**config.mk**
```make
export PLATFORM = sky130hd
export DESIGN_NAME = multicycle_control_flat
export DESIGN_NICKNAME = d
export VERILOG_FILES = /design/src/rtl/proc_pkg.sv /design/src/rtl/multicycle_control_if.sv /design/src/rtl/alu_op_decode.sv /design/src/rtl/multicycle_control.sv /design/src/flat_wrapper.sv
export SDC_FILE = /design/constraint.sdc
export NUM_CORES = 1
export LEC_CHECK = 0
export CORE_ASPECT_RATIO = 0.6
export CORE_MARGIN = 4
export CORE_UTILIZATION = 43
export DETAILED_ROUTE_END_ITERATION = 8
export PLACE_DENSITY = 0.74
export SYNTH_ARGS = -nofsm -noshare
export SYNTH_HDL_FRONTEND = slang
export SYNTH_SLANG_ARGS = --single-unit
```
**constraint.sdc**
```tcl
create_clock -name clk -period 2.5 [get_ports clk]
set_clock_uncertainty 0.15 [all_clocks]
set_input_delay 0.5 -clock clk [delete_from_list [all_inputs] [get_ports clk]]
set_output_delay 0.5 -clock clk [all_outputs]
set_load 0.005 [all_outputs]
```
**src/rtl/proc_pkg.sv**
```systemverilog
// Shared encodings for the 16-bit multicycle processor: opcodes, function codes,
// ALU operations, mux selects, controller states and the registered strobe bundle.
package proc_pkg;

    localparam logic [3:0] OP_FUNC  = 4'b0000;
    localparam logic [3:0] OP_LW    = 4'b0001;
    localparam logic [3:0] OP_SW    = 4'b0010;
    localparam logic [3:0] OP_JMP   = 4'b0011;
    localparam logic [3:0] OP_BE    = 4'b0100;
    localparam logic [3:0] OP_BNE   = 4'b0101;
    localparam logic [3:0] OP_ORI   = 4'b0110;
    localparam logic [3:0] OP_NANDI = 4'b0111;
    localparam logic [3:0] OP_ADD   = 4'b1000;
    localparam logic [3:0] OP_ADDI  = 4'b1001;
    localparam logic [3:0] OP_ADDUI = 4'b1010;
    localparam logic [3:0] OP_NAND  = 4'b1011;
    localparam logic [3:0] OP_SUB   = 4'b1100;
    localparam logic [3:0] OP_SUBI  = 4'b1101;
    localparam logic [3:0] OP_SUBUI = 4'b1110;
    localparam logic [3:0] OP_OR    = 4'b1111;

    localparam logic [3:0] FN_SHL = 4'b0001;
    localparam logic [3:0] FN_SHR = 4'b0010;
    localparam logic [3:0] FN_SAR = 4'b0011;

    localparam logic [3:0] ALU_ADD  = 4'b0000;
    localparam logic [3:0] ALU_SUB  = 4'b0001;
    localparam logic [3:0] ALU_SHL  = 4'b0010;
    localparam logic [3:0] ALU_SHR  = 4'b0011;
    localparam logic [3:0] ALU_SAR  = 4'b0100;
    localparam logic [3:0] ALU_NAND = 4'b0101;
    localparam logic [3:0] ALU_OR   = 4'b0110;

    localparam logic [1:0] PCSRC_ALU    = 2'b00;
    localparam logic [1:0] PCSRC_ALUOUT = 2'b01;
    localparam logic [1:0] PCSRC_JUMP   = 2'b10;

    localparam logic [1:0] SRCB_REG = 2'b00;
    localparam logic [1:0] SRCB_ONE = 2'b01;
    localparam logic [1:0] SRCB_IMM = 2'b10;
    localparam logic [1:0] SRCB_OFF = 2'b11;

    typedef enum logic [3:0] {
        S_RST,
        S_FETCH,
        S_DECODE,
        S_EXEC_R,
        S_EXEC_I,
        S_ALU_WB,
        S_MEM_ADDR,
        S_MEM_RD,
        S_MEM_WB,
        S_MEM_WR,
        S_BRANCH,
        S_JUMP,
        S_HALT
    } state_e;

    typedef struct packed {
        logic       fetch;
        logic       pc_write;
        logic       pc_write_cond;
        logic       branch_ne;
        logic [1:0] pc_src;
        logic       ior_d;
        logic       mem_read;
        logic       mem_write;
        logic       reg_write;
        logic       mem_to_reg;
        logic       alu_src_a;
        logic [1:0] alu_src_b;
        logic       ext_sel;
        logic [3:0] alu_op;
    } ctrl_t;

endpackage

```
**src/rtl/multicycle_control_if.sv**
```systemverilog
// Controller <-> datapath bundle: instruction fields and memory handshake in,
// datapath strobes out. master = controller, slave = datapath.
interface multicycle_control_if;

    logic [3:0] OPCODE;
    logic [3:0] FUNCFIELD;
    logic       mem_ready;
    logic       C_IRWrite;
    logic       C_PCWrite;
    logic       C_PCWriteCond;
    logic       C_BranchNe;
    logic [1:0] C_PCSrc;
    logic       C_IorD;
    logic       C_MemRead;
    logic       C_MemWrite;
    logic       C_RegWrite;
    logic       C_MemtoReg;
    logic       C_ALUSrcA;
    logic [1:0] C_ALUSrcB;
    logic       C_ExtSel;
    logic [3:0] C_ALUOp;
    logic       C_Illegal;

    modport master (
        input  OPCODE, FUNCFIELD, mem_ready,
        output C_IRWrite, C_PCWrite, C_PCWriteCond, C_BranchNe, C_PCSrc, C_IorD,
               C_MemRead, C_MemWrite, C_RegWrite, C_MemtoReg, C_ALUSrcA, C_ALUSrcB,
               C_ExtSel, C_ALUOp, C_Illegal
    );

    modport slave (
        output OPCODE, FUNCFIELD, mem_ready,
        input  C_IRWrite, C_PCWrite, C_PCWriteCond, C_BranchNe, C_PCSrc, C_IorD,
               C_MemRead, C_MemWrite, C_RegWrite, C_MemtoReg, C_ALUSrcA, C_ALUSrcB,
               C_ExtSel, C_ALUOp, C_Illegal
    );

endinterface

```
**src/rtl/alu_op_decode.sv**
```systemverilog
// Combinational map from OPCODE/FUNCFIELD to ALU operation, immediate extension
// mode and an undefined-function flag.
module alu_op_decode
    import proc_pkg::*;
(
    input  logic [3:0] opcode,
    input  logic [3:0] funcfield,
    output logic [3:0] alu_op,
    output logic       ext_sel,
    output logic       illegal
);

    always_comb begin
        alu_op  = ALU_ADD;
        illegal = 1'b0;
        unique case (opcode)
            OP_FUNC: begin
                unique case (funcfield)
                    FN_SHL:  alu_op = ALU_SHL;
                    FN_SHR:  alu_op = ALU_SHR;
                    FN_SAR:  alu_op = ALU_SAR;
                    default: illegal = 1'b1;
                endcase
            end
            OP_SUB, OP_SUBI, OP_SUBUI, OP_BE, OP_BNE: alu_op = ALU_SUB;
            OP_NAND, OP_NANDI:                        alu_op = ALU_NAND;
            OP_OR, OP_ORI:                            alu_op = ALU_OR;
            default:                                  alu_op = ALU_ADD;
        endcase
    end

    // Only the signed immediate forms sign-extend; address calc forces it separately.
    assign ext_sel = (opcode == OP_ADDI) || (opcode == OP_SUBI);

endmodule

```
**src/rtl/multicycle_control.sv**
```systemverilog
// Multicycle sequencer: fetch/decode/execute/memory/write-back FSM driving all
// datapath strobes as registered Moore outputs.
module multicycle_control
    import proc_pkg::*;
(
    input  logic                 clk,
    input  logic                 rst,
    multicycle_control_if.master bus
);

    state_e     state;
    state_e     nxt;
    ctrl_t      ctrl_q;
    ctrl_t      ctrl_d;
    logic       illegal_q;
    logic [3:0] dec_alu_op;
    logic       dec_ext_sel;
    logic       dec_illegal;

    alu_op_decode u_alu_op_decode (
        .opcode   (bus.OPCODE),
        .funcfield(bus.FUNCFIELD),
        .alu_op   (dec_alu_op),
        .ext_sel  (dec_ext_sel),
        .illegal  (dec_illegal)
    );

    always_comb begin
        nxt = state;
        unique case (state)
            S_RST:    nxt = S_FETCH;
            S_FETCH:  nxt = bus.mem_ready ? S_DECODE : S_FETCH;
            S_DECODE: begin
                unique case (bus.OPCODE)
                    OP_FUNC:                      nxt = dec_illegal ? S_HALT : S_EXEC_R;
                    OP_ADD, OP_SUB, OP_NAND, OP_OR: nxt = S_EXEC_R;
                    OP_ADDI, OP_ADDUI, OP_SUBI, OP_SUBUI, OP_NANDI, OP_ORI:
                                                  nxt = S_EXEC_I;
                    OP_LW, OP_SW:                 nxt = S_MEM_ADDR;
                    OP_BE, OP_BNE:                nxt = S_BRANCH;
                    OP_JMP:                       nxt = S_JUMP;
                endcase
            end
            S_EXEC_R, S_EXEC_I: nxt = S_ALU_WB;
            S_MEM_ADDR:         nxt = (bus.OPCODE == OP_SW) ? S_MEM_WR : S_MEM_RD;
            S_MEM_RD:           nxt = bus.mem_ready ? S_MEM_WB : S_MEM_RD;
            S_MEM_WR:           nxt = bus.mem_ready ? S_FETCH : S_MEM_WR;
            S_ALU_WB, S_MEM_WB, S_BRANCH, S_JUMP: nxt = S_FETCH;
            S_HALT:             nxt = S_HALT;
            default:            nxt = S_RST;
        endcase
    end

    // Outputs are decoded from the state being entered so they register alongside it;
    // OPCODE is stable from decode onward, so decoding it one cycle early is exact.
    always_comb begin
        ctrl_d = '0;
        unique case (nxt)
            S_FETCH: begin
                ctrl_d.fetch     = 1'b1;
                ctrl_d.mem_read  = 1'b1;
                ctrl_d.alu_src_b = SRCB_ONE;
                ctrl_d.alu_op    = ALU_ADD;
                ctrl_d.pc_src    = PCSRC_ALU;
            end
            S_DECODE: begin
                ctrl_d.alu_src_b = SRCB_OFF;
                ctrl_d.alu_op    = ALU_ADD;
            end
            S_EXEC_R: begin
                ctrl_d.alu_src_a = 1'b1;
                ctrl_d.alu_src_b = SRCB_REG;
                ctrl_d.alu_op    = dec_alu_op;
            end
            S_EXEC_I: begin
                ctrl_d.alu_src_a = 1'b1;
                ctrl_d.alu_src_b = SRCB_IMM;
                ctrl_d.ext_sel   = dec_ext_sel;
                ctrl_d.alu_op    = dec_alu_op;
            end
            S_ALU_WB: ctrl_d.reg_write = 1'b1;
            S_MEM_ADDR: begin
                ctrl_d.alu_src_a = 1'b1;
                ctrl_d.alu_src_b = SRCB_IMM;
                ctrl_d.ext_sel   = 1'b1;
                ctrl_d.alu_op    = ALU_ADD;
            end
            S_MEM_RD: begin
                ctrl_d.mem_read = 1'b1;
                ctrl_d.ior_d    = 1'b1;
            end
            S_MEM_WB: begin
                ctrl_d.reg_write  = 1'b1;
                ctrl_d.mem_to_reg = 1'b1;
            end
            S_MEM_WR: begin
                ctrl_d.mem_write = 1'b1;
                ctrl_d.ior_d     = 1'b1;
            end
            S_BRANCH: begin
                ctrl_d.alu_src_a     = 1'b1;
                ctrl_d.alu_src_b     = SRCB_REG;
                ctrl_d.alu_op        = ALU_SUB;
                ctrl_d.pc_write_cond = 1'b1;
                ctrl_d.pc_src        = PCSRC_ALUOUT;
                ctrl_d.branch_ne     = (bus.OPCODE == OP_BNE);
            end
            S_JUMP: begin
                ctrl_d.pc_write = 1'b1;
                ctrl_d.pc_src   = PCSRC_JUMP;
            end
            default: ctrl_d = '0;
        endcase
    end

    always_ff @(posedge clk) begin
        if (rst) begin
            state     <= S_RST;
            ctrl_q    <= '0;
            illegal_q <= 1'b0;
        end else begin
            state  <= nxt;
            ctrl_q <= ctrl_d;
            if (nxt == S_HALT)
                illegal_q <= 1'b1;
        end
    end

    // IR load and PC increment fire only on the fetch cycle where memory delivers.
    assign bus.C_IRWrite     = ctrl_q.fetch & bus.mem_ready;
    assign bus.C_PCWrite     = ctrl_q.pc_write | (ctrl_q.fetch & bus.mem_ready);
    assign bus.C_PCWriteCond = ctrl_q.pc_write_cond;
    assign bus.C_BranchNe    = ctrl_q.branch_ne;
    assign bus.C_PCSrc       = ctrl_q.pc_src;
    assign bus.C_IorD        = ctrl_q.ior_d;
    assign bus.C_MemRead     = ctrl_q.mem_read;
    assign bus.C_MemWrite    = ctrl_q.mem_write;
    assign bus.C_RegWrite    = ctrl_q.reg_write;
    assign bus.C_MemtoReg    = ctrl_q.mem_to_reg;
    assign bus.C_ALUSrcA     = ctrl_q.alu_src_a;
    assign bus.C_ALUSrcB     = ctrl_q.alu_src_b;
    assign bus.C_ExtSel      = ctrl_q.ext_sel;
    assign bus.C_ALUOp       = ctrl_q.alu_op;
    assign bus.C_Illegal     = illegal_q;

endmodule

```
**src/flat_wrapper.sv**
```systemverilog
// flat-port wrapper written by rule: the top's interface ports become plain ports
module multicycle_control_flat import proc_pkg::*;
  (clk, rst, bus_OPCODE, bus_FUNCFIELD, bus_mem_ready, bus_C_IRWrite, bus_C_PCWrite, bus_C_PCWriteCond, bus_C_BranchNe, bus_C_PCSrc, bus_C_IorD, bus_C_MemRead, bus_C_MemWrite, bus_C_RegWrite, bus_C_MemtoReg, bus_C_ALUSrcA, bus_C_ALUSrcB, bus_C_ExtSel, bus_C_ALUOp, bus_C_Illegal);
  multicycle_control_if bus_i ();
  input  logic clk;
  input  logic rst;
  input wire logic [$bits(bus_i.OPCODE)-1:0] bus_OPCODE;
  input wire logic [$bits(bus_i.FUNCFIELD)-1:0] bus_FUNCFIELD;
  input wire logic [$bits(bus_i.mem_ready)-1:0] bus_mem_ready;
  output wire logic [$bits(bus_i.C_IRWrite)-1:0] bus_C_IRWrite;
  output wire logic [$bits(bus_i.C_PCWrite)-1:0] bus_C_PCWrite;
  output wire logic [$bits(bus_i.C_PCWriteCond)-1:0] bus_C_PCWriteCond;
  output wire logic [$bits(bus_i.C_BranchNe)-1:0] bus_C_BranchNe;
  output wire logic [$bits(bus_i.C_PCSrc)-1:0] bus_C_PCSrc;
  output wire logic [$bits(bus_i.C_IorD)-1:0] bus_C_IorD;
  output wire logic [$bits(bus_i.C_MemRead)-1:0] bus_C_MemRead;
  output wire logic [$bits(bus_i.C_MemWrite)-1:0] bus_C_MemWrite;
  output wire logic [$bits(bus_i.C_RegWrite)-1:0] bus_C_RegWrite;
  output wire logic [$bits(bus_i.C_MemtoReg)-1:0] bus_C_MemtoReg;
  output wire logic [$bits(bus_i.C_ALUSrcA)-1:0] bus_C_ALUSrcA;
  output wire logic [$bits(bus_i.C_ALUSrcB)-1:0] bus_C_ALUSrcB;
  output wire logic [$bits(bus_i.C_ExtSel)-1:0] bus_C_ExtSel;
  output wire logic [$bits(bus_i.C_ALUOp)-1:0] bus_C_ALUOp;
  output wire logic [$bits(bus_i.C_Illegal)-1:0] bus_C_Illegal;
  assign bus_i.OPCODE = bus_OPCODE;
  assign bus_i.FUNCFIELD = bus_FUNCFIELD;
  assign bus_i.mem_ready = bus_mem_ready;
  assign bus_C_IRWrite = bus_i.C_IRWrite;
  assign bus_C_PCWrite = bus_i.C_PCWrite;
  assign bus_C_PCWriteCond = bus_i.C_PCWriteCond;
  assign bus_C_BranchNe = bus_i.C_BranchNe;
  assign bus_C_PCSrc = bus_i.C_PCSrc;
  assign bus_C_IorD = bus_i.C_IorD;
  assign bus_C_MemRead = bus_i.C_MemRead;
  assign bus_C_MemWrite = bus_i.C_MemWrite;
  assign bus_C_RegWrite = bus_i.C_RegWrite;
  assign bus_C_MemtoReg = bus_i.C_MemtoReg;
  assign bus_C_ALUSrcA = bus_i.C_ALUSrcA;
  assign bus_C_ALUSrcB = bus_i.C_ALUSrcB;
  assign bus_C_ExtSel = bus_i.C_ExtSel;
  assign bus_C_ALUOp = bus_i.C_ALUOp;
  assign bus_C_Illegal = bus_i.C_Illegal;
  multicycle_control u_core (.clk(clk), .rst(rst), .bus(bus_i));
endmodule
```
Word-level counts from Yosys, hierarchy flattened

Index checks and enable logic that the tools add are counted.
Widths: inputs -> output; s select.

Eq/ne operators: 42
Muxes and demuxes: 24
Bitwise operators: 3
Reduce and logical (&&, ||, !) cells: 20

Operators with widths:

| operator           | number |
|---|---|
| $eq 4x4->1 const B | 18 |
| $eq 4x3->1 const B | 12 |
| $eq 4x2->1 const B | 8 |
| $pmux 4 s8         | 1 |
| $pmux 4 s6         | 1 |
| $reduce_or 2->1    | 11 |
| $eq 4x1->1 const B | 4 |
| $mux 4             | 4 |
| $pmux 4 s4         | 1 |
| $mux 1             | 10 |
| $reduce_or 5->1    | 2 |
| $pmux 3 s3         | 1 |
| $logic_not 4->1    | 2 |
| $pmux 4 s2         | 1 |
| $reduce_or 4->1    | 2 |
| $pmux 2 s3         | 1 |
| $reduce_or 6->1    | 1 |
| $mux 2             | 2 |
| $pmux 2 s2         | 1 |
| $reduce_or 3->1    | 1 |
| $pmux 1 s2         | 1 |
| $and 1x1->1        | 1 |
| $logic_or 1x1->1   | 1 |
| $not 1->1          | 1 |
| $or 1x1->1         | 1 |

Register bits after elaboration: 24
Input bits: 11
Output and inout bits: 20
Word-level logic and storage cells: 105

Logic depth before layout (Yosys ltp)

Depth after elaboration: 10
Gate-level depth with buffers: 8
Depth with buffers taken out: 6

By module

From an unflattened synthesis, not the netlist that was laid out.

Cells, all modules: 153
Area, all modules: 1340.0 µm²

Modules (own cells, without submodules):

| module             | instances | cells each | area an instance (µm²) | sequential area each (µm²) |
|---|---|---|---|---|
| multicycle_control | 1         | 130        | 1181.1                 | 460.4 |
| alu_op_decode      | 1         | 23         | 158.9                  | 0.0 |

Worst setup path after synthesis

No wires, ideal clock.

Path type: input -> register
Start point: input port bus_OPCODE[0]
End point: register u_core.ctrl_q, in the netlist u_core.bus.C_ALUSrcA
Setup time: 0.075 ns
Data arrival time: 2.433 ns
Required time: 2.275 ns
Path slack: -0.158 ns
Stages on the path: 6
Path buffers: 1
Cells stage by stage: clkbuf_1 > or4b_1 > o32a_1 > a31o_2 > or4_1 > a31oi_1

Longest elaborated chain between the ends: 8
Elaborated cells between the ends (all ways): 31
Classes of those cells: eq/ne (19); mux (6); reduce/logical (6)

Ends and longest elaborated chain:

| element                                  | line                                          | RTL |
|---|---|---|
| start: declaration                       | flat_wrapper.sv:7                             | `input wire logic [$bits(bus_i.OPCODE)-1:0] bus_OPCODE;` |
| $logic_not 4->1                          | alu_op_decode.sv:16, multicycle_control.sv:34 |  |
| $mux 1                                   | alu_op_decode.sv:16                           | `unique case (opcode)` |
| $mux 4                                   | multicycle_control.sv:35                      | `OP_FUNC: nxt = dec_illegal ? S_HALT : S_EXEC_R;` |
| $pmux 4 s6                               | multicycle_control.sv:34                      | `unique case (bus.OPCODE)` |
| $pmux 4 s8 *                             | multicycle_control.sv:30                      | `unique case (state)` |
| $eq 4x2->1, or another cell as far along | multicycle_control.sv:58                      | `unique case (nxt)` |
| $reduce_or 4->1 (no source line) *       | --                                            |  |
| $mux 1 *                                 | multicycle_control.sv:58                      |  |
| end signal: assignment                   | multicycle_control.sv:123                     | `ctrl_q <= ctrl_d;` |
| end: declaration                         | multicycle_control.sv:13                      | `ctrl_t ctrl_q;` |

Mark *: on every way between the ends. The rest lies on a longest branch, timed or not.
A chain may end at the register's enable or synchronous reset.

Worst setup path after layout

Start point: register u_core.state[2]
End point: register u_core.ctrl_q, in the netlist u_core.bus.C_ALUSrcA

Longest elaborated chain between the ends: 6
Elaborated cells between the ends (all ways): 22
Classes of those cells: eq/ne (16); mux (2); reduce/logical (4)

Ends and longest elaborated chain:

| element                                                             | line                      | RTL |
|---|---|---|
| start: declaration                                                  | multicycle_control.sv:11  | `state_e state;` |
| start signal: assignment                                            | multicycle_control.sv:122 | `state <= nxt;` |
| $eq 4x3->1, or another cell as far along                            | multicycle_control.sv:30  |  |
| $reduce_or 5->1 (no source line) or $reduce_or 2->1 (tied branches) | --                        |  |
| $pmux 4 s8 *                                                        | multicycle_control.sv:30  |  |
| $eq 4x2->1, or another cell as far along                            | multicycle_control.sv:58  |  |
| $reduce_or 4->1 (no source line) *                                  | --                        |  |
| $mux 1 *                                                            | multicycle_control.sv:58  |  |

Marks and branches as above.

==> key figures <==
Die
  • Die outline width: 77.4 µm
  • Starting utilization of the core area: 0.473
  • Area of the core: 0.00263 mm²
  • Site Rows: 14
  • Floorplan die area: 0.00384 mm²
  • Die Height: 49.7 µm
  • Number of placed I/O pins: 31

STA
  • Shortest period the worst path allows: 2.50 ns
  • Finish-stage setup viols: 1
  • Minimum setup slack in the final design: -0.000796 ns
  • Final Hold Slack: 0.355 ns
  • F_max: 400 MHz
  • Final clock period utilization by the worst path: 1.00
  • Final-layout setup total negative slack: -0.000796 ns
  • Final Max Tran Viols: 0
  • Endpoints failing hold: 0

Cells and area
  • Post-layout net count: 219
  • Sequential cell area: 440 µm²
  • Proportion of layout cells with a drive suffix above 1: 0.309
  • Area of the multi-input gates: 726 µm²
  • Filler instances: 193
  • Area added between synthesis and finish: 52.2%
  • Layout Utilization: 0.720
  • Non-filler cells in the finished layout: 239
  • Diodes inserted: 0

Worst setup path
  • Worst R2R Start: u_core.state[2]
  • Highest fanout seen on the critical path: 5
  • Startpoint type of the worst setup path: register
  • Required time of the worst setup path: 2.53 ns
  • Logic depth of the worst register-to-register path: 6
  • Worst reg2reg setup slack: -0.0008 ns
  • Data arrival time of the worst path: 2.53 ns
  • Critical path class: register to register
  • Crit Reg-Reg Endpoint: u_core.bus.C_ALUSrcA
  • Crit path capture type: register

Min path
  • Class of the tightest hold or removal check: register to register
  • Hold endpoint: u_core.bus.C_Illegal
  • Hold Crit Depth: 2
  • Hold Startpoint: u_core.bus.C_Illegal

Clock network
  • TritonCTS Buffers: 3
  • TritonCTS Sinks: 22
  • CTS tree: done
  • Clock network latency to the later pin of the worst-skew pair: 0.26 ns
  • Count of hold-fix buffers inserted at cts: 0
  • Max clock buf depth: 2
  • Master cell of the clock root buffer: sky130_fd_sc_hd__clkbuf_8
  • Clock slew at the register clock pins of the worst setup and hold paths: 0.08 ns
  • Clock H-tree levels: 1

Global routing
  • Initial antenna violation count: 0
  • Total global routing track utilization: 0.184
  • Number of global-route vias before repair: 1220
  • Sum of overflow across all layers after global routing: 0
  • Maximum number of pins on one net before global-route repair: 14
  • Wire length of the first global-routing pass: 5710 µm

Routing
  • Count of routing violations after the opening detailed-route iteration: 74
  • Remaining number of nets flagged by the antenna check after routing: 0
  • Iteration count of the initial detailed-routing pass: 4
  • Number of remaining DRC errors: 0
  • Via density per instance: 5.69
  • Via count: 1361
  • Routed wire length: 3590 µm
  • Average routed wire per standard cell: 15.0 µm

Synthesis
  • FFs w/ async S/R, synth: 0
  • Synth cell count leaders: sky130_fd_sc_hd__dfxtp_1, sky130_fd_sc_hd__nand2_1, sky130_fd_sc_hd__nor3_1
  • Mapped Avg Cell Area: 8.24 µm²
  • Combined area of all synthesized cells: 0.00124 mm²
  • Number of distinct library cells after synthesis: 45
  • Most area-consuming cells after synthesis: sky130_fd_sc_hd__dfxtp_1, sky130_fd_sc_hd__buf_4, sky130_fd_sc_hd__nand2_1, sky130_fd_sc_hd__nor3_1, sky130_fd_sc_hd__nor2_1
  • Most used DFF post-synth: sky130_fd_sc_hd__dfxtp_1
  • Area share of the largest cell type after synthesis: 0.354
  • Number of enable-type register cells in the synthesized netlist: 0
  • Seq cells post-synth: 22
  • Dominant cell type by area after synthesis: sky130_fd_sc_hd__dfxtp_1
  • Most used standard cell by instance count after synthesis: sky130_fd_sc_hd__dfxtp_1
  • Syn Inst Count: 151
  • Count of yosys warnings during synthesis: 0
  • Seq/Total Area, Yosys: 0.354
  • Synth Net Count: 162

Placement
  • Detailed Place HPWL: 2620 µm
  • Worst slack, placed: -0.468 ns
  • Cell count after placement: 231
  • IO Port Bufs: 29
  • Final weighted congestion of routability-driven global placement: 0.813

Run status
  • Violations in the final reports: setup timing
  • Run status: finished, violations left

Pwr
  • Power per unit of standard cell area: 536 mW/mm²
  • Leakage power total: 0.788 nW
  • Maximum ir drop on the vdd rail: 0.000345 V

Flow run
  • Maximum Capacitance Violations: 0
==> routing by layer <==
layer,routed length (µm),GRT usage,up-vias,part of all wire
met5,0,0,-,0
met4,36,0.0385,0,0.010
met3,342,0.0636,8,0.095
met2,1630,0.294,80,0.46
met1,1570,0.242,618,0.44
li1,-,-,655,-
==> worst max-delay path: stages (launching register included) <==
cell and delay (ns):
sky130_fd_sc_hd__dfxtp_1 0.31, sky130_fd_sc_hd__or4b_4 0.60, sky130_fd_sc_hd__nor4_2 0.38, sky130_fd_sc_hd__a32o_1 0.25, sky130_fd_sc_hd__inv_1 0.12, sky130_fd_sc_hd__or4_1 0.42, sky130_fd_sc_hd__a31oi_1 0.18
==> per-stage QoR <==
stage	instance area [µm²]	total power [mW]
finish	1890	1.02
floorplan	1260	0.536
global placement	1750	0.665
detailed placement	1750	0.674
global route	1890	1.06
CTS	1840	1.01
==> flip-flops by register name (all words and copies together) (netlist names) <==
name                      flops
u_core.bus.C_ALUSrcB          2
u_core.bus.C_IorD             1
u_core.bus.C_ALUSrcA          1
u_core.ctrl_q                 2
u_core.bus.C_Illegal          1
u_core.bus.C_MemtoReg         1
u_core.state                  4
u_core.bus.C_PCSrc            1
u_core.bus.C_PCWriteCond      1
u_core.bus.C_MemRead          1
u_core.bus.C_BranchNe         1
u_core.bus.C_ALUOp            3
u_core.bus.C_ExtSel           1
u_core.bus.C_MemWrite         1
u_core.bus.C_RegWrite         1
==> report_power, final <==
part           switching (mW)  internal (mW)
logic                   0.147          0.162
registers             0.00689          0.372
clock network           0.114          0.214
==> logic make-up after synthesis <==
logic type	count (synthesis)	synth area share
buf+inv	24	0.110
simple gates	66	0.294
flops	22	0.354
other cells	1	0.00302
xor+xnor	3	0.0211
compound gates	35	0.218
==> placed cells by master (no fill, tap or decap), drive strengths merged, types with 4 or more instances in the layout <==
| cell | instances |
|---|---|
| clkdlybuf4s50 | 21 |
| nand2 | 14 |
| o21ai | 6 |
| nor3 | 10 |
| nor4 | 4 |
| clkbuf | 5 |
| nor2b | 4 |
| buf | 41 |
| dfxtp | 22 |
| nor2 | 9 |
| inv | 6 |
| nand3 | 4 |
| a21oi | 5 |
==> timing repair <==
action / in CTS / in global routing
buffers inserted: 2 / 2
hold endpoints to repair: 0 / 0
resized for setup: 13 / 16
pin swaps: 5 / 8
setup endpoints to repair: 17 / 12
==> final cells by class <==
class | count | share of cell area
repair buffers | 70 | 0.313
clock inverters | 1 | 0.0159
flip-flops and latches | 22 | 0.233
multi-input cells | 105 | 0.383
inverters | 6 | 0.0119
well taps | 32 | 0.0211
clock buffers | 3 | 0.0218
==> how the worst max path moves through the flow <==
stage / slack [ns] / to / start / cells past startpoint
after floorplan: 0.008 / u_core.bus.C_ALUSrcA / bus_OPCODE[0] / 6
after global placement: -0.36 / u_core.bus.C_ALUSrcA / bus_OPCODE[3] / 6
after detailed placement: -0.47 / u_core.bus.C_ALUOp[2] / bus_OPCODE[2] / 9
after CTS: 0.001 / u_core.bus.C_ALUSrcA / bus_OPCODE[2] / 6
after global routing: -0.06 / u_core.bus.C_ALUSrcA / u_core.state[2] / 6
final: -0.0008 / u_core.bus.C_ALUSrcA / u_core.state[2] / 6
No activity file was read; power rests on OpenSTA's default activity.
